===== src/rtl/multicycle_ctrl.sv =====
// multicycle_ctrl: Moore sequencer for the shared-datapath RV32I core
// (lw, sw, R-type, I-type ALU, beq). Drives mux selects, write enables,
// the ALUOp hint and a retired-instruction counter.
// Optional feature macro: MC_JAL_EN adds the JAL state (Op=1101111).
module multicycle_ctrl #(
   parameter int unsigned CNT_W = 32
) (
   input  logic             clk,
   input  logic             rst,
   input  logic [6:0]       Op,
   input  logic             Zero,
   input  logic             mem_ready,
   output logic             mem_req,
   output logic             AdrSrc,
   output logic             IRWrite,
   output logic             PCWrite,
   output logic             RegWrite,
   output logic             MemWrite,
   output logic [1:0]       ResultSrc,
   output logic [1:0]       ALUSrcA,
   output logic [1:0]       ALUSrcB,
   output logic [1:0]       ALUOp,
   output logic [1:0]       ImmSrc,
   output logic             instr_done,
   output logic             illegal_op,
   output logic [CNT_W-1:0] instret
);

   localparam int unsigned OP_W  = 7;
   localparam int unsigned SEL_W = 2;

   localparam logic [OP_W-1:0] OP_LW  = 7'b0000011;
   localparam logic [OP_W-1:0] OP_SW  = 7'b0100011;
   localparam logic [OP_W-1:0] OP_R   = 7'b0110011;
   localparam logic [OP_W-1:0] OP_I   = 7'b0010011;
   localparam logic [OP_W-1:0] OP_BEQ = 7'b1100011;
   localparam logic [OP_W-1:0] OP_JAL = 7'b1101111;

   typedef enum logic [3:0] {
      FETCH    = 4'd0,
      DECODE   = 4'd1,
      MEMADR   = 4'd2,
      MEMREAD  = 4'd3,
      MEMWB    = 4'd4,
      MEMWRITE = 4'd5,
      EXECR    = 4'd6,
      EXECI    = 4'd7,
      ALUWB    = 4'd8,
      BEQ      = 4'd9
`ifdef MC_JAL_EN
      ,JAL     = 4'd10
`endif
   } state_t;

   typedef struct packed {
      logic             memReq;
      logic             adrSrc;
      logic             regWrite;
      logic             memWrite;
      logic             branch;
      logic             jalUpdate;
      logic [SEL_W-1:0] resultSrc;
      logic [SEL_W-1:0] aluSrcA;
      logic [SEL_W-1:0] aluSrcB;
      logic [SEL_W-1:0] aluOp;
   } ctrl_t;

   state_t state;
   state_t nextState;
   ctrl_t  ctrl;

   // Sequencing rules: where each state goes given opcode and memory status.
   function automatic state_t nextStateOf(input state_t s, input logic [OP_W-1:0] op,
                                          input logic rdy);
      state_t n;
      n = FETCH;
      case (s)
         FETCH:    n = rdy ? DECODE : FETCH;
         DECODE: begin
            case (op)
               OP_LW, OP_SW: n = MEMADR;
               OP_R:         n = EXECR;
               OP_I:         n = EXECI;
               OP_BEQ:       n = BEQ;
`ifdef MC_JAL_EN
               OP_JAL:       n = JAL;
`endif
               default:      n = FETCH;
            endcase
         end
         MEMADR:   n = (op == OP_LW) ? MEMREAD : MEMWRITE;
         MEMREAD:  n = rdy ? MEMWB : MEMREAD;
         MEMWB:    n = FETCH;
         MEMWRITE: n = rdy ? FETCH : MEMWRITE;
         EXECR:    n = ALUWB;
         EXECI:    n = ALUWB;
         ALUWB:    n = FETCH;
         BEQ:      n = FETCH;
`ifdef MC_JAL_EN
         JAL:      n = ALUWB;
`endif
         default:  n = FETCH;
      endcase
      return n;
   endfunction

   // Moore control word for a state; anything not set stays 0.
   function automatic ctrl_t ctrlOf(input state_t s);
      ctrl_t c;
      c = '0;
      case (s)
         FETCH: begin
            c.memReq    = 1'b1;
            c.aluSrcB   = 2'b10;
            c.resultSrc = 2'b10;
         end
         DECODE: begin
            c.aluSrcA = 2'b01;
            c.aluSrcB = 2'b01;
         end
         MEMADR: begin
            c.aluSrcA = 2'b10;
            c.aluSrcB = 2'b01;
         end
         MEMREAD: begin
            c.memReq = 1'b1;
            c.adrSrc = 1'b1;
         end
         MEMWB: begin
            c.resultSrc = 2'b01;
            c.regWrite  = 1'b1;
         end
         MEMWRITE: begin
            c.memReq   = 1'b1;
            c.adrSrc   = 1'b1;
            c.memWrite = 1'b1;
         end
         EXECR: begin
            c.aluSrcA = 2'b10;
            c.aluOp   = 2'b10;
         end
         EXECI: begin
            c.aluSrcA = 2'b10;
            c.aluSrcB = 2'b01;
            c.aluOp   = 2'b10;
         end
         ALUWB: c.regWrite = 1'b1;
         BEQ: begin
            c.aluSrcA = 2'b10;
            c.aluOp   = 2'b01;
            c.branch  = 1'b1;
         end
`ifdef MC_JAL_EN
         JAL: begin
            c.aluSrcA   = 2'b01;
            c.aluSrcB   = 2'b10;
            c.jalUpdate = 1'b1;
         end
`endif
         default: c = '0;
      endcase
      return c;
   endfunction

   assign nextState = nextStateOf(state, Op, mem_ready);

   // State, control word (decoded from the upcoming state) and retire counter.
   always_ff @(posedge clk) begin
      if (rst) begin
         state   <= FETCH;
         ctrl    <= ctrlOf(FETCH);
         instret <= '0;
      end else begin
         state <= nextState;
         ctrl  <= ctrlOf(nextState);
         if (instr_done) instret <= instret + CNT_W'(1);
      end
   end

   // Registered control word onto the ports.
   assign mem_req   = ctrl.memReq;
   assign AdrSrc    = ctrl.adrSrc;
   assign RegWrite  = ctrl.regWrite;
   assign MemWrite  = ctrl.memWrite;
   assign ResultSrc = ctrl.resultSrc;
   assign ALUSrcA   = ctrl.aluSrcA;
   assign ALUSrcB   = ctrl.aluSrcB;
   assign ALUOp     = ctrl.aluOp;

   // Handshake/flag-qualified strobes; mem_ready only matters in FETCH and MEMWRITE here.
   assign IRWrite    = (state == FETCH) && mem_ready;
   assign PCWrite    = IRWrite || ctrl.jalUpdate || (ctrl.branch && Zero);
   assign instr_done = (state == MEMWB) || (state == ALUWB) || (state == BEQ) ||
                       ((state == MEMWRITE) && mem_ready);
   assign illegal_op = (state == DECODE) && (nextState == FETCH);

   // Immediate format select straight from the opcode.
   always_comb begin
      ImmSrc = 2'b00;
      case (Op)
         OP_SW:   ImmSrc = 2'b01;
         OP_BEQ:  ImmSrc = 2'b10;
         OP_JAL:  ImmSrc = 2'b11;
         default: ImmSrc = 2'b00;
      endcase
   end

endmodule


===== config.mk =====
export PLATFORM = sky130hd
export DESIGN_NAME = multicycle_ctrl
export DESIGN_NICKNAME = d
export VERILOG_FILES = /design/src/rtl/multicycle_ctrl.sv
export SDC_FILE = /design/constraint.sdc
export NUM_CORES = 1
export LEC_CHECK = 0
export BUFFER_PORTS_ARGS = -buffer_cell sky130_fd_sc_hd__clkbuf_2
export CORE_ASPECT_RATIO = 1.25
export CORE_UTILIZATION = 45
export DETAILED_ROUTE_END_ITERATION = 12
export PLACE_DENSITY = 0.69
export SETUP_SLACK_MARGIN = 0.2
export SYNTH_ARGS = -nofsm -noshare
export SYNTH_HDL_FRONTEND = slang
export SYNTH_SLANG_ARGS = --single-unit
export TNS_END_PERCENT = 50

===== constraint.sdc =====
create_clock -name clk -period 3.25 [get_ports clk]
set_clock_uncertainty 0.15 [all_clocks]
set_input_delay 0.325 -clock clk [delete_from_list [all_inputs] [get_ports clk]]
set_output_delay 0.325 -clock clk [all_outputs]
set_load 0.02 [all_outputs]

# After elaboration in Yosys (flattened, before gate mapping)
# Index checks and enable logic that the tools add are counted.
[totals] inputBits=11 output_inout_bits=50 regBits=50 elab_cells=72
[classes] addsub=1 n_eq_ne=24 reduce_logical=19 mux=16
[op_table] op="$add A32 B1 Y32 const B" n=1
[op_table] op="$eq A4 B3 Y1 const B" n=8
[op_table] op="$pmux W4 S6" n=1
[op_table] op="$eq A4 B2 Y1 const B" n=4
[op_table] op="$eq A4 B4 Y1 const B" n=4
[op_table] op="$pmux W2 S2" n=4
[op_table] op="$pmux W4 S4" n=1
[op_table] op="$eq A7 B6 Y1 const B" n=2
[op_table] op="$eq A7 B7 Y1 const B" n=2
[op_table] op="$reduce_or A2 Y1" n=5
[op_table] op="$mux W3" n=3
[op_table] op="$eq A4 B1 Y1 const B" n=2
[op_table] op="$logic_not A4 Y1" n=2
[op_table] op="$eq A7 B2 Y1 const B" n=1
[op_table] op="$eq A7 B5 Y1 const B" n=1
[op_table] op="$mux W1" n=6
[op_table] op="$pmux W2 S3" n=1
[op_table] op="$reduce_or A3 Y1" n=2
[op_table] op="$logic_or A1 B1 Y1" n=5
[op_table] op="$logic_and A1 B1 Y1" n=4
[op_table] op="$reduce_or A4 Y1" n=1

# Longest topological paths before layout
# Gate-level depths: netlist of run 1.
[logic_depth] ltp_word=7 mapped_depth=7

# Least setup slack after synthesis of run 1
# No wires, ideal clock.
[synth_timing] path_kind="input to output" startpoint="input Op[2]" endpoint="output illegal_op" slack_ns=0.783 t_arrival_ns=1.992 n_path_buf=0 cell_stages=5 cell_sequence="nand4bb_4 > o31a_1 > a2111oi_4 > nand2_2 > nor3_1"
[synth_between] elab_chain_cells=6
[synth_rtl] item="from (decl)" line_no="10" text="input logic [6:0] Op,"
[synth_rtl] item="$eq A7 B2 Y1 or $eq A7 B6 Y1 (tied branches)" line_no="80, 91"
[synth_rtl] item="$reduce_or A2 Y1" line_no="80" text="case (op)"
[synth_rtl] item="$pmux W4 S4" line_no="80"
[synth_rtl] item="$pmux W4 S6 *" line_no="77" text="case (s)"
[synth_rtl] item="$logic_not A4 Y1 *" line_no="195" text="assign illegal_op = (state == DECODE) && (nextState == FETCH);"
[synth_rtl] item="$logic_and A1 B1 Y1 *" line_no="195"
[synth_rtl] item="to (decl)" line_no="25" text="output logic illegal_op,"
# Every way passes the cells marked *; elsewhere a longest branch is shown, timed or not.

# Final worst setup path of run 1
[layout_timing] startpoint="register state[1]" endpoint="output illegal_op"
[layout_between] elab_chain_cells=5
[layout_rtl] item="from (decl)" line_no="68" text="state_t state;"
[layout_rtl] item="from (signal assigned)" line_no="174" text="state <= nextState;"
[layout_rtl] item="$eq A4 B3 Y1" line_no="77"
[layout_rtl] item="$reduce_or A2 Y1 (no line)"
[layout_rtl] item="$pmux W4 S6" line_no="77"
[layout_rtl] item="$logic_not A4 Y1" line_no="195"
[layout_rtl] item="$logic_and A1 B1 Y1 *" line_no="195"
# Marks and branches as above.

==> results.txt, run 1 <==
Power per cell area: 379 nW/um^2
Post-DP HPWL: 3660 um
H-tree depth: 2
Slew @ Worst Pin: 0.961 ns
N_diodes: 0
Crit path kind: reg2out
Count of cell types in the netlist: 52
DR vias: 2131
WL per Instance: 13.4 um
Max Freq: 366 MHz
Final WL: 5190 um
Ys Warns: 0
Number of port buffers: 60
Slowest cell on the critical path: dfxtp_2
Endpoints failing setup: 0
Critical path fanouts, max: 18
Nets: 337
Crit start category: flop
Unrepaired setup endpoints after global routing: false
Post-synthesis sequential area ratio: 0.408
GR Layer Usage met2: 0.329
CTS tree: done
Pin count of the biggest net entering global routing: 47
CTS hold repair buffers: 0
CTS Buffer Depth: 2
Met3 usage: 0.0423
Final Max Tran Viols: 0
Area growth from synthesis to final layout: 14.9%
Setup slack, reg-to-reg: 0.91 ns
First-pass GRT wire length: 8650 um
Die area: 5640 sq um
Sink Count: 49
CP cell instances: or4b_1 -> a211oi_1 -> o21ai_1 -> nand3_1 -> nor3_1 -> clkbuf_2
Largest delay share family, worst path: simple AND/OR/NAND/NOR gates
Synth Flop Type: dfxtp_1
Peak supply drop: 299 uV
Initial core utilization: 0.470
Vias in the first global route: 1938
IO Pins: 61
Detail Route Antenna Nets: 0
Initial antenna violation count: 0
Routability congestion estimate from global placement: 0.742
Number of synthesized flops with an enable pin: 0
Worst rel slew slack: 0.360
GRT busiest layer: met2
DRT Pass-1 Iters: 4
Leakage: 1.02 nW
Post-DR vias/cell: 5.49
Die W: 67.4 um
Endpoints failing hold: 0
Row count: 29
Critical path's largest stage delay: 0.51 ns
Register bit total from synthesis: 49
Clk Latency, worst-skew pair: 0.30 ns
Die height: 83.7 um
Maxcap violations: 0
CP Buf/Inv Count: 1
Core ar.: 5120 sq um
Overflow left after global routing: 0
Cts bufs inserted: 5
Asr flop ratio synth: 0
Reg clk slew, reported paths: 0.10 ns
Overall Power: 1.05 mW
Final period demand of the worst path: 2.73 ns
Setup crit end kind: output pin
Root Buffer: clkbuf_8
Mapped Cells: 278
Sum Neg Setup Slack: 0 ns
Crit path required time: 2.77 ns
Post-Syn Area: 2400 sq um
Arrival time worst endpoint: 2.26 ns
Final period utilization: 0.841
Initial DRC count: 155
Status: completed
Layout cell share with drive strength beyond 1: 0.252
Global Route met1 Usage: 0.231
GR Util All Layers: 0.196
Synth Area per Inst: 8.65 sq um
Residual DRC: 0
Mapped Nets: 290
Worst min-delay path category: in2reg
==> worst paths after layout <==
path                                     to  depth (start not counted)         from
worst max-delay path             illegal_op                          6     state[1]
worst min-delay path               state[2]                          3        Op[4]
worst max register to register  instret[22]                          5     state[2]
worst min register to register  instret[31]                          2  instret[31]
==> layout by cell type (no fill, tap or decap), types with 6 or more instances in the layout <==
cell type / synthesis / routed
inv_1: 8 / 8
o21ai_0: 9 / 9
clkbuf_2: 0 / 60
nor3_1: 6 / 6
nand2_1: 12 / 12
o21ai_1: 14 / 14
nand4_1: 14 / 14
a21oi_1: 24 / 24
xnor2_1: 8 / 8
nand3_1: 14 / 14
or3_1: 20 / 20
dfxtp_1: 49 / 48
nor2_1: 22 / 22
==> registers in the layout, summed over array words and instances (netlist names) <==
register,flops
instret,32
state,4
ALUOp,2
ALUSrcA,2
ALUSrcB,2
ResultSrc,2
AdrSrc,1
MemWrite,1
RegWrite,1
ctrl,1
mem_req,1
==> metal layers <==
metal	vias up	wire length [um]	part of all wire
met1	973	2290	0.44
met3	9	203	0.039
met5	-	0	0
li1	1100	-	-
met2	49	2600	0.50
met4	0	102	0.020
==> cells in the mapped netlist, types with 2 or more instances <==
cell type / instances / area, sq um
a21oi_1: 24 / 120
and2_1: 2 / 12.5
and3_1: 5 / 31.3
buf_2: 2 / 10.0
buf_4: 8 / 60.1
clkbuf_1: 9 / 33.8
dfxtp_1: 49 / 981
inv_1: 8 / 30.0
nand2_1: 12 / 45.0
nand2b_1: 5 / 31.3
nand3_1: 14 / 70.1
nand4_1: 14 / 87.6
nor2_1: 22 / 82.6
nor3_1: 6 / 30.0
nor4_1: 5 / 31.3
nor4_2: 3 / 37.5
o21a_1: 4 / 30.0
o21ai_0: 9 / 45.0
o21ai_1: 14 / 70.1
o32a_1: 2 / 20.0
or3_1: 20 / 125
xnor2_1: 8 / 70.1
xor2_1: 4 / 35.0
==> final cells by class <==
| cell class | instances | area [sq um] |
|---|---|---|
| clock buffer | 5 | 68.8 |
| clock inverter | 3 | 25.0 |
| fill | 505 | 2350 |
| inverter | 8 | 30.0 |
| multi-input combinational | 201 | 1280 |
| sequential | 49 | 982 |
| tap | 62 | 77.6 |
| timing repair buffer | 60 | 300 |
==> through the flow <==
stage                     setup slack, ns  hold slack, ns  cells  utilization  area [sq um]
after detailed placement            0.657           0.334    380        0.521          2670
after global placement              0.689           0.323    380        0.521          2670
after global routing                0.334           0.340    388        0.540          2760
final                               0.515           0.300    388        0.540          2760
after floorplan                     0.783           0.357    278            -          2400
after CTS                           0.350           0.297    388        0.540          2760
==> worst min-delay path, stage by stage <==
cell       delay (ns)
clkbuf_2         0.16
a2111oi_4        0.13
nor2_1           0.10
==> cells by family after synthesis <==
logic type	share of synthesized area
flops	0.408
xor+xnor	0.0437
fa+ha+maj	0.00520
compound gates	0.159
buf+inv	0.0604
simple gates	0.324
==> power breakdown <==
part | switching [mW] | leakage (nW) | internal, mW
registers | 0.00305 | 0.396 | 0.605
logic | 0.0432 | 0.579 | 0.0228
clock network | 0.218 | 0.0447 | 0.156
total | 0.264 | 1.02 | 0.783
==> timing repair <==
action / CTS / global route
setup buffers: 0 / 0
resized for setup: 0 / 1
endpoints found under the setup margin: 0 / 1
Note: power is estimated with default switching activity, not from simulation.
==> inputs of run 2 (changes only) <==
==> constraint.sdc (replaced) <==
create_clock -name clk -period 2.6 [get_ports clk]
set_clock_uncertainty 0.15 [all_clocks]
set_input_delay 0.26 -clock clk [delete_from_list [all_inputs] [get_ports clk]]
set_output_delay 0.26 -clock clk [all_outputs]
set_load 0.02 [all_outputs]
==> run 2 against run 1 <==
Cell area up 6.5%. Critical endpoint unchanged. Highest routed layer unchanged. Wire length increased by 5.3%. First-iteration DRC count is 8.4% higher.
==> results.txt, run 2 (synthesized netlist as in run 1, its figures left out) <==
Crit start category: flop
First-pass GRT wire length: 9100 um
Sum Neg Setup Slack: 0 ns
CP cell instances: or4b_1 -> a211oi_2 -> o21ai_2 -> nand3_4 -> nor3_2 -> buf_2
WL per Instance: 13.5 um
Metal2 WL: 2840 um
Core ar.: 5120 sq um
Reg2Reg Depth: 6
Detail Route Antenna Nets: 0
Reg clk slew, reported paths: 0.10 ns
Seq pwr share: 0.572
Nets: 354
Top reg by flops: instret
Maxcap violations: 0
Setup crit end kind: output pin
Vias in the first global route: 2033
Commonest non-fill, non-tap cell in the layout: clkbuf_2
Final period demand of the worst path: 2.39 ns
Routability congestion estimate from global placement: 0.807
CTS hold repair buffers: 0
Row count: 29
Hold WS: 0.328 ns
Crit path required time: 2.19 ns
Residual DRC: 0
Die W: 67.4 um
Critical path fanouts, max: 9
Max Freq: 419 MHz
Fill cell count: 486
N_diodes: 0
IO Pins: 61
Slowest cell on the critical path: or4b_1
Post-DR vias/cell: 5.55
Clk Latency, worst-skew pair: 0.31 ns
Crit path kind: reg2out
Met1 wire length: 2300 um
Psw: 0.340 mW
H-tree depth: 2
Status: completed
Peak supply drop: 298 uV
Final WL: 5470 um
Post-DP HPWL: 3920 um
Slew @ Worst Pin: 0.598 ns
Worst min-delay path category: in2reg
Biggest registers after layout: instret x32, state x4
Die area: 5640 sq um
Power per cell area: 450 nW/um^2
Arrival time worst endpoint: 1.98 ns
Clock Power Share: 0.359
Pin count of the biggest net entering global routing: 28
Cts bufs inserted: 5
P_int: 0.984 mW
Met3 WL: 264 um
Sw Ratio: 0.257
CTS Buffer Depth: 2
Unrepaired setup endpoints after global routing: true
Overall Power: 1.32 mW
Area growth from synthesis to final layout: 22.3%
Final period utilization: 0.919
Leakage: 1.11 nW
Endpoints failing hold: 0
GR Util All Layers: 0.204
Multi-input gate area in the final layout: 1320 sq um
Max reg flops: 32
Initial DRC count: 168
Critical path's largest stage delay: 0.54 ns
Final Max Tran Viols: 0
DRT Pass-1 Iters: 4
Depth of the worst hold-timing path: 4
CTS tree: done
Initial antenna violation count: 0
Root Buffer: clkbuf_8
Worst rel slew slack: 0.601
Register area: 992 sq um
Endpoints failing setup: 0
Number of port buffers: 60
Combinational Power Share: 0.069
Top Layer Used: met4
DR vias: 2247
Overflow left after global routing: 0
Die height: 83.7 um
Util after Layout: 0.575
Commonest non-fill, non-tap cells in the layout: clkbuf_2, dfxtp_1, a21oi_1, nor2_1, or3_1
Layout cell share with drive strength beyond 1: 0.312
Sink Count: 49
Initial core utilization: 0.470
## run 2: changes by cell type in the layout (fill, tap and decap cells not counted), sizes merged
cell / delta
clkinv: -1
clkbuf: -1
clkinvlp: +1
buf: +18
## run 2: power groups by stage
stage	Clock [mW]	Sequential, mW	Combinational, mW
6_report	0.475	0.758	0.0912
2_1_floorplan	0	0.778	0.0593
3_5_place_dp	0	0.778	0.0850
4_1_cts	0.485	0.760	0.0860
5_1_grt	0.510	0.759	0.0995
3_3_place_gp	0	0.777	0.0839
## run 2: layer usage
| layer | vias to the layer above | global-route usage |
|---|---|---|
| met5 | - | 0 |
| met4 | 0 | 0.0600 |
| met3 | 6 | 0.0451 |
| met2 | 58 | 0.362 |
| met1 | 1051 | 0.235 |
| li1 | 1132 | - |
## run 2: cell type report
type                    instances  share of cell area
clock buffers                   5              0.0234
clock inverters                 3             0.00893
inverters                       8              0.0102
multi-input cells             201               0.447
flip-flops and latches         49               0.337
well taps                      62              0.0264
repair buffers                 77               0.147
## run 2: repair_timing
item                                    CTS  global route
gates resized for setup                   6             9
endpoints found under the setup margin    1             2
setup buffers                             1             6
pin swaps                                 3             7
## run 2: path summary, 6_finish.rpt
check,slack (ns),end,startpoint
worst max-delay path,0.21,illegal_op,state[0]
worst max register to register,0.44,ALUSrcB[0],state[2]
worst min-delay path,0.33,ALUSrcA[1],Op[1]
worst min register to register,0.34,instret[31],instret[31]
## run 2: through the flow
step / setup WS [ns] / cells / area [sq um]
global route: 0.152 / 405 / 2940
floorplan: 0.263 / 278 / 2400
global placement: 0.323 / 390 / 2740
finish: 0.211 / 405 / 2940
CTS: 0.216 / 399 / 2860
detailed placement: 0.302 / 390 / 2740
## run 2: worst max-delay path, delay by kind of cell (launching register included)
kind | cells | cell delay, ns
buffers and inverters | 1 | 0.15
DFF | 1 | 0.38
AOI/OAI and AO/OA | 2 | 0.46
and+or+nand+nor | 3 | 0.69
==> inputs of run 3 (changes only) <==
--- a/config.mk
+++ b/config.mk
@@ -10,6 +10,7 @@
 export CORE_UTILIZATION = 45
 export DETAILED_ROUTE_END_ITERATION = 12
 export PLACE_DENSITY = 0.69
+export RECOVER_POWER = 100
 export SETUP_SLACK_MARGIN = 0.2
 export SYNTH_ARGS = -nofsm -noshare
 export SYNTH_HDL_FRONTEND = slang
==> run 3 against run 2 <==
Die area did not move. Critical endpoint unchanged. Flip-flop and latch count did not move. Worst hold slack improved by 0.0071 ns.
==> results.txt, run 3 (synthesized netlist as in run 1, its figures left out) <==
Status: completed
Overflow left after global routing: 0
Endpoints failing setup: 0
H-tree depth: 2
CTS hold repair buffers: 0
CTS tree: done
Max reg flops: 32
RR Startpoint: state[2]
Row count: 29
Reg2reg end: ALUSrcB[0]
Slew @ Worst Pin: 0.608 ns
Reg2Reg Depth: 6
Clk Latency, worst-skew pair: 0.31 ns
DR vias: 2256
GR Util All Layers: 0.204
Post-DR vias/cell: 5.57
Pin count of the biggest net entering global routing: 28
Crit start category: flop
Detail Route Antenna Nets: 0
Maxcap violations: 0
Final period demand of the worst path: 2.44 ns
Sink Count: 49
Setup slack, reg-to-reg: 0.37 ns
IO Pins: 61
Slowest cell on the critical path: or4b_1
Worst rel slew slack: 0.595
Unrepaired setup endpoints after global routing: true
CP Buf/Inv Count: 1
Initial core utilization: 0.470
Depth of the worst hold-timing path: 4
Pre-CTS setup slack: 0.302 ns
Area growth from synthesis to final layout: 19.4%
Largest delay share family, worst path: simple AND/OR/NAND/NOR gates
Biggest registers after layout: instret x32, state x4
Util after Layout: 0.561
Critical path's largest stage delay: 0.64 ns
Sum Neg Setup Slack: 0 ns
Routability congestion estimate from global placement: 0.807
Multi-input gate area in the final layout: 1310 sq um
Initial DRC count: 164
Max Freq: 410 MHz
Worst Hold End: ALUSrcA[1]
Top reg by flops: instret
Commonest non-fill, non-tap cells in the layout: dfxtp_1, clkbuf_1, a21oi_1, nor2_1, or3_1
Post-DP HPWL: 3920 um
Commonest non-fill, non-tap cell in the layout: dfxtp_1
Register area: 988 sq um
PnR worst setup slack: 0.160 ns
Power per cell area: 460 nW/um^2
Critical path fanouts, max: 4
Final Max Tran Viols: 0
Endpoints failing hold: 0
Die height: 83.7 um
Initial antenna violation count: 0
Nets: 354
Worst min-delay path category: in2reg
Overall Power: 1.32 mW
CP cell instances: or4b_1 -> nor4b_4 -> a2111oi_4 -> nand2_2 -> nor3_2 -> buf_2
Vias in the first global route: 2033
Die area: 5640 sq um
Die W: 67.4 um
Layout cell share with drive strength beyond 1: 0.169
Reg clk slew, reported paths: 0.10 ns
Leakage: 0.951 nW
Number of port buffers: 60
Root Buffer: clkbuf_8
DRT Pass-1 Iters: 4
Final period utilization: 0.938
N_diodes: 0
Fill cell count: 515
Final WL: 5500 um
Arrival time worst endpoint: 2.03 ns
Residual DRC: 0
WL per Instance: 13.6 um
Final cell count without fillers: 405
Worst hold start: Op[0]
Crit path kind: reg2out
Setup crit end kind: output pin
Placed cells: 390
Crit path required time: 2.19 ns
First-pass GRT wire length: 9100 um
Cts bufs inserted: 5
Peak supply drop: 293 uV
Core ar.: 5120 sq um
CTS Buffer Depth: 2
==> run 3: cell types whose count changed in the layout (fill, tap and decap cells not counted) <==
cell and delta:
or4b_4 -1, dfxtp_1 +1, clkbuf_1 +46, nor4_2 -1
or2_0 +1, clkbuf_2 -46, or2_1 -1, or4b_1 +1
nor4_1 +1, dfxtp_4 -1
==> run 3: final cells by class <==
type / instances / share of cell area
multi-input combinational: 201 / 0.455
sequential: 49 / 0.344
timing repair buffer: 77 / 0.130
tap: 62 / 0.0270
clock buffer: 5 / 0.0240
inverter: 8 / 0.0105
clock inverter: 3 / 0.00915
==> run 3: power by group <==
group          leakage, nW  switching [mW]  internal, mW
Sequential           0.397         0.00360         0.755
Clock               0.0423           0.276         0.196
Combinational        0.511          0.0573        0.0318
==> run 3: what timing repair did <==
action	in CTS	in global routing
setup endpoints to repair	1	2
pin swaps	3	7
buffers inserted	1	6
gates resized for setup	6	9
gates cloned	0	0
==> run 3: how the worst max path moves through the flow <==
stage	cells past startpoint	end	from	slack [ns]
global placement	7	illegal_op	Op[4]	0.32
detailed placement	7	illegal_op	Op[4]	0.30
CTS	5	illegal_op	state[2]	0.22
floorplan	5	illegal_op	Op[2]	0.26
global route	6	illegal_op	state[2]	0.08
finish	6	illegal_op	state[2]	0.16
==> run 3: through the flow <==
| step | instance area (sq um) | hold WS [ns] |
|---|---|---|
| 6_report | 2870 | 0.335 |
| 3_5_place_dp | 2740 | 0.335 |
| 3_3_place_gp | 2740 | 0.323 |
| 2_1_floorplan | 2400 | 0.292 |
| 4_1_cts | 2860 | 0.302 |
| 5_1_grt | 2870 | 0.359 |
==> run 3: worst register-to-register path, delay by kind of cell, from the launching register on <==
family / cells / cell delay [ns]
buffers and inverters: 1 / 0.18
AND/OR/NAND/NOR: 2 / 1.00
flip-flops: 1 / 0.35
AO/OA/AOI/OAI: 3 / 0.48
==> run 3: routing by layer <==
layer	up-vias	routed length, um	track usage
li1	1138	-	-
met1	1056	2380	0.235
met3	5	244	0.0451
met5	-	0	0
met4	0	48	0.0600
met2	57	2830	0.362
